$ cat src/rtl/hex_scan_ctrl_pkg.sv
// Shared constants and state encoding for the multiplexed hex display scanner.
package hex_scan_ctrl_pkg;

  localparam logic [6:0] SEG_BLANK  = 7'h7F;
  localparam int         NUM_DIGITS = 4;

  typedef enum logic {
    ST_ACTIVE = 1'b0,
    ST_BLANK  = 1'b1
  } scan_state_t;

endpackage

$ cat src/rtl/hex_scan_ctrl_decoder.sv
// Hex nibble to active-low seven-segment glyph, bit 0 = segment a.
module hex_decoder (
  input  logic [3:0] value,
  output logic [6:0] seg
);

  // Pure lookup of the team's hex glyph table
  always_comb begin
    seg = 7'h7F;
    unique case (value)
      4'h0: seg = 7'h40;
      4'h1: seg = 7'h79;
      4'h2: seg = 7'h24;
      4'h3: seg = 7'h30;
      4'h4: seg = 7'h19;
      4'h5: seg = 7'h12;
      4'h6: seg = 7'h02;
      4'h7: seg = 7'h78;
      4'h8: seg = 7'h00;
      4'h9: seg = 7'h10;
      4'hA: seg = 7'h08;
      4'hB: seg = 7'h03;
      4'hC: seg = 7'h46;
      4'hD: seg = 7'h21;
      4'hE: seg = 7'h06;
      4'hF: seg = 7'h0E;
    endcase
  end

endmodule

$ cat src/rtl/hex_scan_ctrl.sv
// Four-digit hex display scanner: each digit is lit for DIV_COUNT cycles,
// followed by GUARD_CYCLES of blanking to avoid ghosting between digits.
module hex_scan_ctrl
  import hex_scan_ctrl_pkg::*;
#(
  parameter int DIV_COUNT    = 50000,
  parameter int GUARD_CYCLES = 2
) (
  input  logic       clk,
  input  logic       reset,
  input  logic       en,
  input  logic       wr_en,
  input  logic [1:0] wr_addr,
  input  logic [3:0] wr_data,
  output logic [6:0] seg,
  output logic [3:0] digit_sel
);

  localparam int CW = $clog2(DIV_COUNT);
  localparam int GW = $clog2(GUARD_CYCLES) + 1;
  localparam logic [CW-1:0] CNT_RELOAD  = CW'(DIV_COUNT - 1);
  localparam logic [GW-1:0] GCNT_RELOAD = GW'(GUARD_CYCLES - 1);

  scan_state_t   state;
  scan_state_t   nextState;
  logic [CW-1:0] cnt;
  logic [GW-1:0] gcnt;
  logic [1:0]    idx;
  logic [3:0]    digits [NUM_DIGITS];
  logic [6:0]    decSeg;
  logic          cntDone;
  logic          gcntDone;
  logic          lit;

  assign cntDone  = (cnt == '0);
  assign gcntDone = (gcnt == '0);

  // State register; reset abandons any slot in progress and restarts on digit 0
  always_ff @(posedge clk or posedge reset) begin
    if (reset) state <= ST_ACTIVE;
    else       state <= nextState;
  end

  // Next state: leave ACTIVE when the lit time expires, leave BLANK when the guard expires
  always_comb begin
    nextState = state;
    if (en) begin
      unique case (state)
        ST_ACTIVE: if (cntDone)  nextState = ST_BLANK;
        ST_BLANK:  if (gcntDone) nextState = ST_ACTIVE;
      endcase
    end
  end

  // Slot timers and digit index; everything freezes while en is low
  always_ff @(posedge clk or posedge reset) begin
    if (reset) begin
      cnt  <= CNT_RELOAD;
      gcnt <= '0;
      idx  <= '0;
    end else if (en) begin
      unique case (state)
        ST_ACTIVE: begin
          if (cntDone) begin
            cnt  <= CNT_RELOAD;
            gcnt <= GCNT_RELOAD;
          end else begin
            cnt <= cnt - 1'b1;
          end
        end
        ST_BLANK: begin
          if (gcntDone) idx <= idx + 1'b1;
          else          gcnt <= gcnt - 1'b1;
        end
      endcase
    end
  end

  // Digit register file; writes land in any state, independent of scanning
  always_ff @(posedge clk or posedge reset) begin
    if (reset) begin
      for (int i = 0; i < NUM_DIGITS; i++) digits[i] <= '0;
    end else if (wr_en) begin
      digits[wr_addr] <= wr_data;
    end
  end

  hex_decoder u_decoder (
    .value(digits[idx]),
    .seg  (decSeg)
  );

  // Outputs: segment and digit enables share one lit condition so they can never disagree
  always_comb begin
    lit       = en && (state == ST_ACTIVE);
    digit_sel = lit ? (4'b0001 << idx) : 4'b0000;
    seg       = lit ? decSeg : SEG_BLANK;
  end

endmodule

$ cat config.mk
export PLATFORM = sky130hd
export DESIGN_NAME = hex_scan_ctrl
export DESIGN_NICKNAME = d
export VERILOG_FILES = /design/src/rtl/hex_scan_ctrl_pkg.sv /design/src/rtl/hex_scan_ctrl_decoder.sv /design/src/rtl/hex_scan_ctrl.sv
export SDC_FILE = /design/constraint.sdc
export NUM_CORES = 1
export LEC_CHECK = 0
export BUFFER_PORTS_ARGS = -buffer_cell sky130_fd_sc_hd__buf_2
export CORE_UTILIZATION = 35
export DETAILED_ROUTE_END_ITERATION = 16
export SYNTH_ARGS = -nofsm -noshare
export SYNTH_HDL_FRONTEND = slang
export SYNTH_SLANG_ARGS = --single-unit
$ cat constraint.sdc
create_clock -name clk -period 2.5 [get_ports clk]
set_clock_uncertainty 0.2 [all_clocks]
set_input_delay 0.125 -clock clk [delete_from_list [all_inputs] [get_ports clk]]
set_output_delay 0.125 -clock clk [all_outputs]
set_load 0.05 [all_outputs]
=== After elaboration in Yosys (flattened, before gate mapping) ===
Memories as Yosys holds them, arrays and structs flattened.
Index checks and enable logic that the tools add are counted.

* Register bits: 37
* Bits in read-only memories: 112
* Output and inout bits: 11
* Word-level logic and storage cells: 43
* Memories kept: 1

{| class="wikitable"
|+ Memories
! name !! depth !! bits a word !! read ports !! clocked after memory_dff !! wr ports !! line !! text
|-
| (no name shown) || 16 || 7 || 1 || 0 || 0 || hex_scan_ctrl_decoder.sv:10 || <nowiki>unique case (value)</nowiki>
|}

* Add/sub/neg operators: 3
* Order comparisons: 3
* Eq/ne operators: 2
* Shift operators: 1
* Muxes and demuxes: 15
* Bitwise logic cells: 3
* Reduce and logical (&&, ||, !) cells: 7

{| class="wikitable"
|+ Operator list
! kind !! number
|-
| 16-bit bitwise mux || 1
|-
| 16-bit logical NOT || 1
|-
| 16-bit two-way mux || 1
|-
| 4-bit two-way mux || 4
|-
| 16-bit by 1-bit subtractor with 16-bit output (second input constant) || 1
|-
| 4-bit binary-select mux with 2-bit select || 1
|-
| 4-bit demux with 2-bit select || 1
|-
| 7-bit two-way mux || 1
|-
| 3-bit >= comparator (second input constant) || 2
|-
| 2-bit inverter with 3-bit output || 2
|-
| 3-bit AND reduction || 2
|-
| 2-bit two-way mux || 2
|-
| 2-bit != test (second input constant) || 2
|-
| 2-bit case mux with 2 select lines || 1
|-
| 1-bit by 2-bit << shifter with 4-bit output (first input constant) || 1
|-
| 3-bit by 1-bit < comparator with 1-bit output (second input constant) || 1
|-
| 2-bit by 1-bit adder with 2-bit output (second input constant) || 1
|-
| 1-bit logical AND || 2
|-
| 2-bit logical NOT || 1
|-
| 1-bit two-way mux || 2
|-
| 1-bit case mux with 2 select lines || 1
|-
| 2-bit AND reduction || 1
|-
| 2-bit by 1-bit subtractor with 2-bit output (second input constant) || 1
|-
| 1-bit inverter || 1
|}

=== Longest topological paths before layout ===
* Depth in word-level cells: 6
* Mapped depth: 8
* Mapped depth without buffers: 7

=== Cells and area by module ===
Synthesis repeated with hierarchy kept, for this count alone.

* Cells, all modules: 196
* Area, all modules: 2,203.4 sq um

{| class="wikitable"
|+ By module, submodules not included
! module !! times used !! cells each !! area an instance (sq um) !! sequential area each (sq um)
|-
| hex_scan_ctrl || 1 || 165 || 1,941.9 || 937.1
|-
| hex_decoder || 1 || 31 || 261.5 || 0.0
|}

=== Least setup slack after synthesis ===
No wires, ideal clock.

* Kind: register -> output
* Start point: register idx[0]
* End point: output port seg[5]
* Data arrival time: 2.572 ns
* Setup slack: -0.397 ns
* Stages on the path, launching flop included: 7
* Buffers on the path: 2
* Path through: dfrtp_1 > buf_2 > mux4_2 > clkbuf_1 > nor2_1 > a21oi_1 > o21ai_0

* Cells in the longest elaborated chain, start to end: 6

{| class="wikitable"
|+ Ends and longest elaborated chain
! what !! line !! text
|-
| start: declaration || hex_scan_ctrl.sv:28 || <nowiki>logic [1:0] idx;</nowiki>
|-
| start signal: assignment || hex_scan_ctrl.sv:72 || <nowiki>if (gcntDone) idx <= idx + 1'b1;</nowiki>
|-
| 2-bit inverter with 3-bit output (not written as such) || hex_scan_ctrl.sv:89 || <nowiki>.value(digits[idx]),</nowiki>
|-
| 4-bit binary-select mux with 2-bit select || hex_scan_ctrl.sv:89 ||
|-
| 4-bit two-way mux (not written as such) (2 in a row) || hex_scan_ctrl.sv:89 ||
|-
| memory 16 x 7 bit || - ||
|-
| 7-bit two-way mux || hex_scan_ctrl.sv:97 || <nowiki>seg = lit ? decSeg : SEG_BLANK;</nowiki>
|-
| end: declaration || hex_scan_ctrl.sv:15 || <nowiki>output logic [6:0] seg,</nowiki>
|}

Every way passes these cells. The select of a mux whose other input is x is not followed.

=== Worst setup path after layout ===
* Start point: register idx[0]
* End point: output port seg[3]

Same word-level chain as after synthesis.

==> summary.md <==
| Metric | Value |
|---|---|
| Outcome | `finished with violations` |
| Failing checks | `setup timing` |
| Vias | `approximately 1.6k` |
| Initial antenna violation count | `0` |
| Cell area after layout | `0.00265 sq mm` |
| Clk slew on worst S/H paths | `approximately 0.070 ns` |
| Logic pwr share | `36.3%` |
| Worst Path Max Fanout | `4` |
| Vias in the first global route | `about 1.4k` |
| Layout Nets | `258` |
| Post-synth EDFFs | `0` |
| FP Rows | `27` |
| Dominant synthesized flop cell | `dfrtp_1` |
| Starting Density | `between 30% and 40%` |
| Yosys warns | `0` |
| Synth async-reset ratio | `100%` |
| Max Fclk | `0.398 GHz` |
| Net load switching power | `725 uW` |
| Tot GR Track Use | `between 10% and 20%` |
| Power per cell area | `~780 mW/mm^2` |
| Clock insertion delay at the later pin of the skew report | `about 0.27 ns` |
| Fin worst setup slack | `-0.0120 ns` |
| Critical path class | `flop to output pin` |
| Number of CTS-inserted buffers | `5` |
| Worst Setup SP | `idx[0]` |
| Grt total ovfl | `0` |
| P&R area growth vs syn | `25.2%` |
| 1st-iter DRT viols | `slightly above 70` |
| Vias per inst | `between 5 and 6` |
| Most common cell after layout, fill and taps aside | `dfrtp_1` |
| Routed WL | `between 4 and 5 mm` |
| Number of synthesized register bits | `37` |
| Max-slew violations | `0` |
| Worst ir drop on vdd | `approximately 320 uV` |
| Crit path time final | `2.51 ns` |
| Syn Nets | `about 220` |
| Final setup vio count | `1` |
| Share of cells above drive strength 1 | `37.7%` |
| Post-synth top area cell | `dfrtp_1` |
| Fin Setup TNS | `-0.0120 ns` |
| CP Capture Type | `output pin` |
| CP required | `between 2 and 2.5 ns` |
| Routability cong. | `approximately 0.74` |
| Clk buf depth | `2` |
| Flop2flop setup slack | `approximately 0.27 ns` |
| Period utilisation layout | `100%` |
| Largest net degree at the start of global routing | `38` |
| Worst-Margin Slew | `0.684 ns` |
| Width of the die | `roughly 80 um` |
| Clk pwr share | `about a fifth` |
| DR WL/cell | `14.0 um` |
| Sequential fraction of the synthesis area | `about 44%` |
| Slowest cell on crit path | `mux4_2` |
| Cell area after synthesis | `between 0.002 and 0.0025 sq mm` |
| Cells after DPL | `287` |
| DIE HEIGHT | `~80 um` |
| DRC viols | `0` |
| IO Port Bufs | `20` |
| Arrival @ worst endpoint | `approximately 2.2 ns` |
| R2R cell count | `4` |
| Max stage delay on crit path | `between 0.5 and 0.6 ns` |
| Post-Route Utilization | `a little under half` |
| P_int | `1350 uW` |
| Fill count | `between 500 and 600` |
| Reg-to-Reg End | `cnt[5]` |
| First-pass GRT wire length | `around 7 mm` |
| Synth Area per Inst | `approximately 11 sq um` |
| Core Area | `about 0.0057 sq mm` |
| Sw Share | `between 30% and 40%` |
| Hold Vio Cnt, Final | `0` |
| Die Area | `0.00636 sq mm` |
| Most frequent cells in the layout | `dfrtp_1, mux2_2, nand2_1` |
| Diode count | `0` |
| Post-Synthesis Cells | `about 200` |
| Hold crit path type | `input pin to flop` |
| CTS tree | `built` |
| Post-synth cell types | `36` |
| Sink Count | `37` |
| Fin cells | `slightly above 300` |
| Io pins | `21` |
| Post-DP HPWL | `between 2 and 3 mm` |
| Leakage | `0.00114 uW` |
| Slew headroom | `a little over half` |
| First-pass detailed-route iteration total | `4` |
| Critical Path End | `seg[3]` |
| H-tree depth | `2` |
| WHS | `approximately 0.13 ns` |
| Crit path launch type | `flop` |
| Sequential share of power | `roughly 45%` |
| CP Cell Sequence | `mux4_2 > inv_2 > ha_4 > mux2i_2 > nor3_2 > a31oi_4 > buf_6` |
| Reg2Reg Launch Point | `cnt[7]` |
| Post-synth top area share | `33.1%` |
| Unrepaired setup endpoints after global routing | `yes` |
| Largest cells by area after synthesis | `dfrtp_1, dfstp_2, mux2_2` |
| Placed inst area | `0.00235 sq mm` |
| Cell chosen for the clock root | `clkbuf_8` |
| Routed Antenna Nets | `0` |
| Max-Cap Viols | `0` |
## power by group through the flow
stage | clock [uW] | combinational (uW) | sequential (uW)
final | 386 | 752 | 934
after global routing | 433 | 829 | 954
after CTS | 407 | 703 | 926
after detailed placement | 0 | 659 | 936
after global placement | 0 | 647 | 933
after floorplan | 0 | 537 | 899
## worst max-delay path, delay by kind of cell (launching register included)
kind                     cells  cell delay [ns]
flip-flops                   1             0.41
multiplexers                 2             0.77
adder cells (fa/ha/maj)      1             0.20
buffers and inverters        2             0.28
AND/OR/NAND/NOR              1             0.09
AO/OA/AOI/OAI                1             0.16
## synthesized netlist by cell type, types with 2 or more instances
cell type	number
dfrtp_1	28
mux2_2	17
nand2_1	16
ha_1	13
nor2_1	12
xnor2_1	12
inv_1	11
dfstp_2	9
nor4_1	6
and2_1	5
nand3_1	5
nor3_1	5
a21oi_1	4
clkbuf_1	4
mux2i_1	4
mux4_2	4
nand3b_1	4
o21ai_0	4
a31oi_1	3
and3_1	3
buf_2	3
nand2b_1	3
or3_1	3
or4_1	3
o211ai_1	2
xor2_1	2
## per-stage QoR
step,total power (uW),worst slack [ns]
global route,2220,-0.0784
floorplan,1440,-0.0351
finish,2070,-0.0120
detailed placement,1600,0.0395
global placement,1580,0.125
CTS,2040,-0.0146
## how the worst min path moves through the flow
stage,start,to,slack (ns),cells after the start
after floorplan,wr_data[0],digits[0],0.08,1
final,wr_addr[1],digits[13],0.13,3
after global placement,reset,digits[6],0.07,3
after global routing,wr_addr[0],digits[12],0.14,3
after detailed placement,reset,cnt[7],0.07,3
after CTS,wr_addr[0],digits[13],0.11,3
## layer usage
layer	global-route usage, %	routed length [um]
met1	20.2	2140
met2	22.6	2000
met3	2.74	133
met4	4.82	34
met5	0	0
## timing repair
item                       4_1_cts  5_1_grt
resized for setup                8       18
pin swaps                        0        1
setup buffers                    5        1
hold endpoints to repair        45        0
setup endpoints to repair        7        7
hold buffers                     6        0
gates cloned                     0        1
## cell type report
cell class                 instances  area [sq um]  area share [%]
inverter                          11          43.8            1.65
multi-input combinational        140          1200            45.4
timing repair buffer              40           294            11.1
sequential                        37           940            35.5
tap                               72          90.1            3.40
clock buffer                       8          80.1            3.02
## registers in the layout (all words and copies together), names as in the netlist
| name | cells |
|---|---|
| state | 1 |
| gcnt | 2 |
| digits | 16 |
| idx | 2 |
| cnt | 16 |
## logic make-up (layout without fill, tap and decap cells)
group	after synthesis	count (layout)	synth area share, %
AOI/OAI and AO/OA	17	17	5.02
muxes	25	26	15.2
xor gates and xnor gates	14	14	5.79
buffers and inverters	19	59	3.90
and+or+nand+nor	70	70	18.1
DFF	37	37	44.3
adders and majority gates	13	13	7.68
Note: power is estimated with default switching activity, not from simulation.
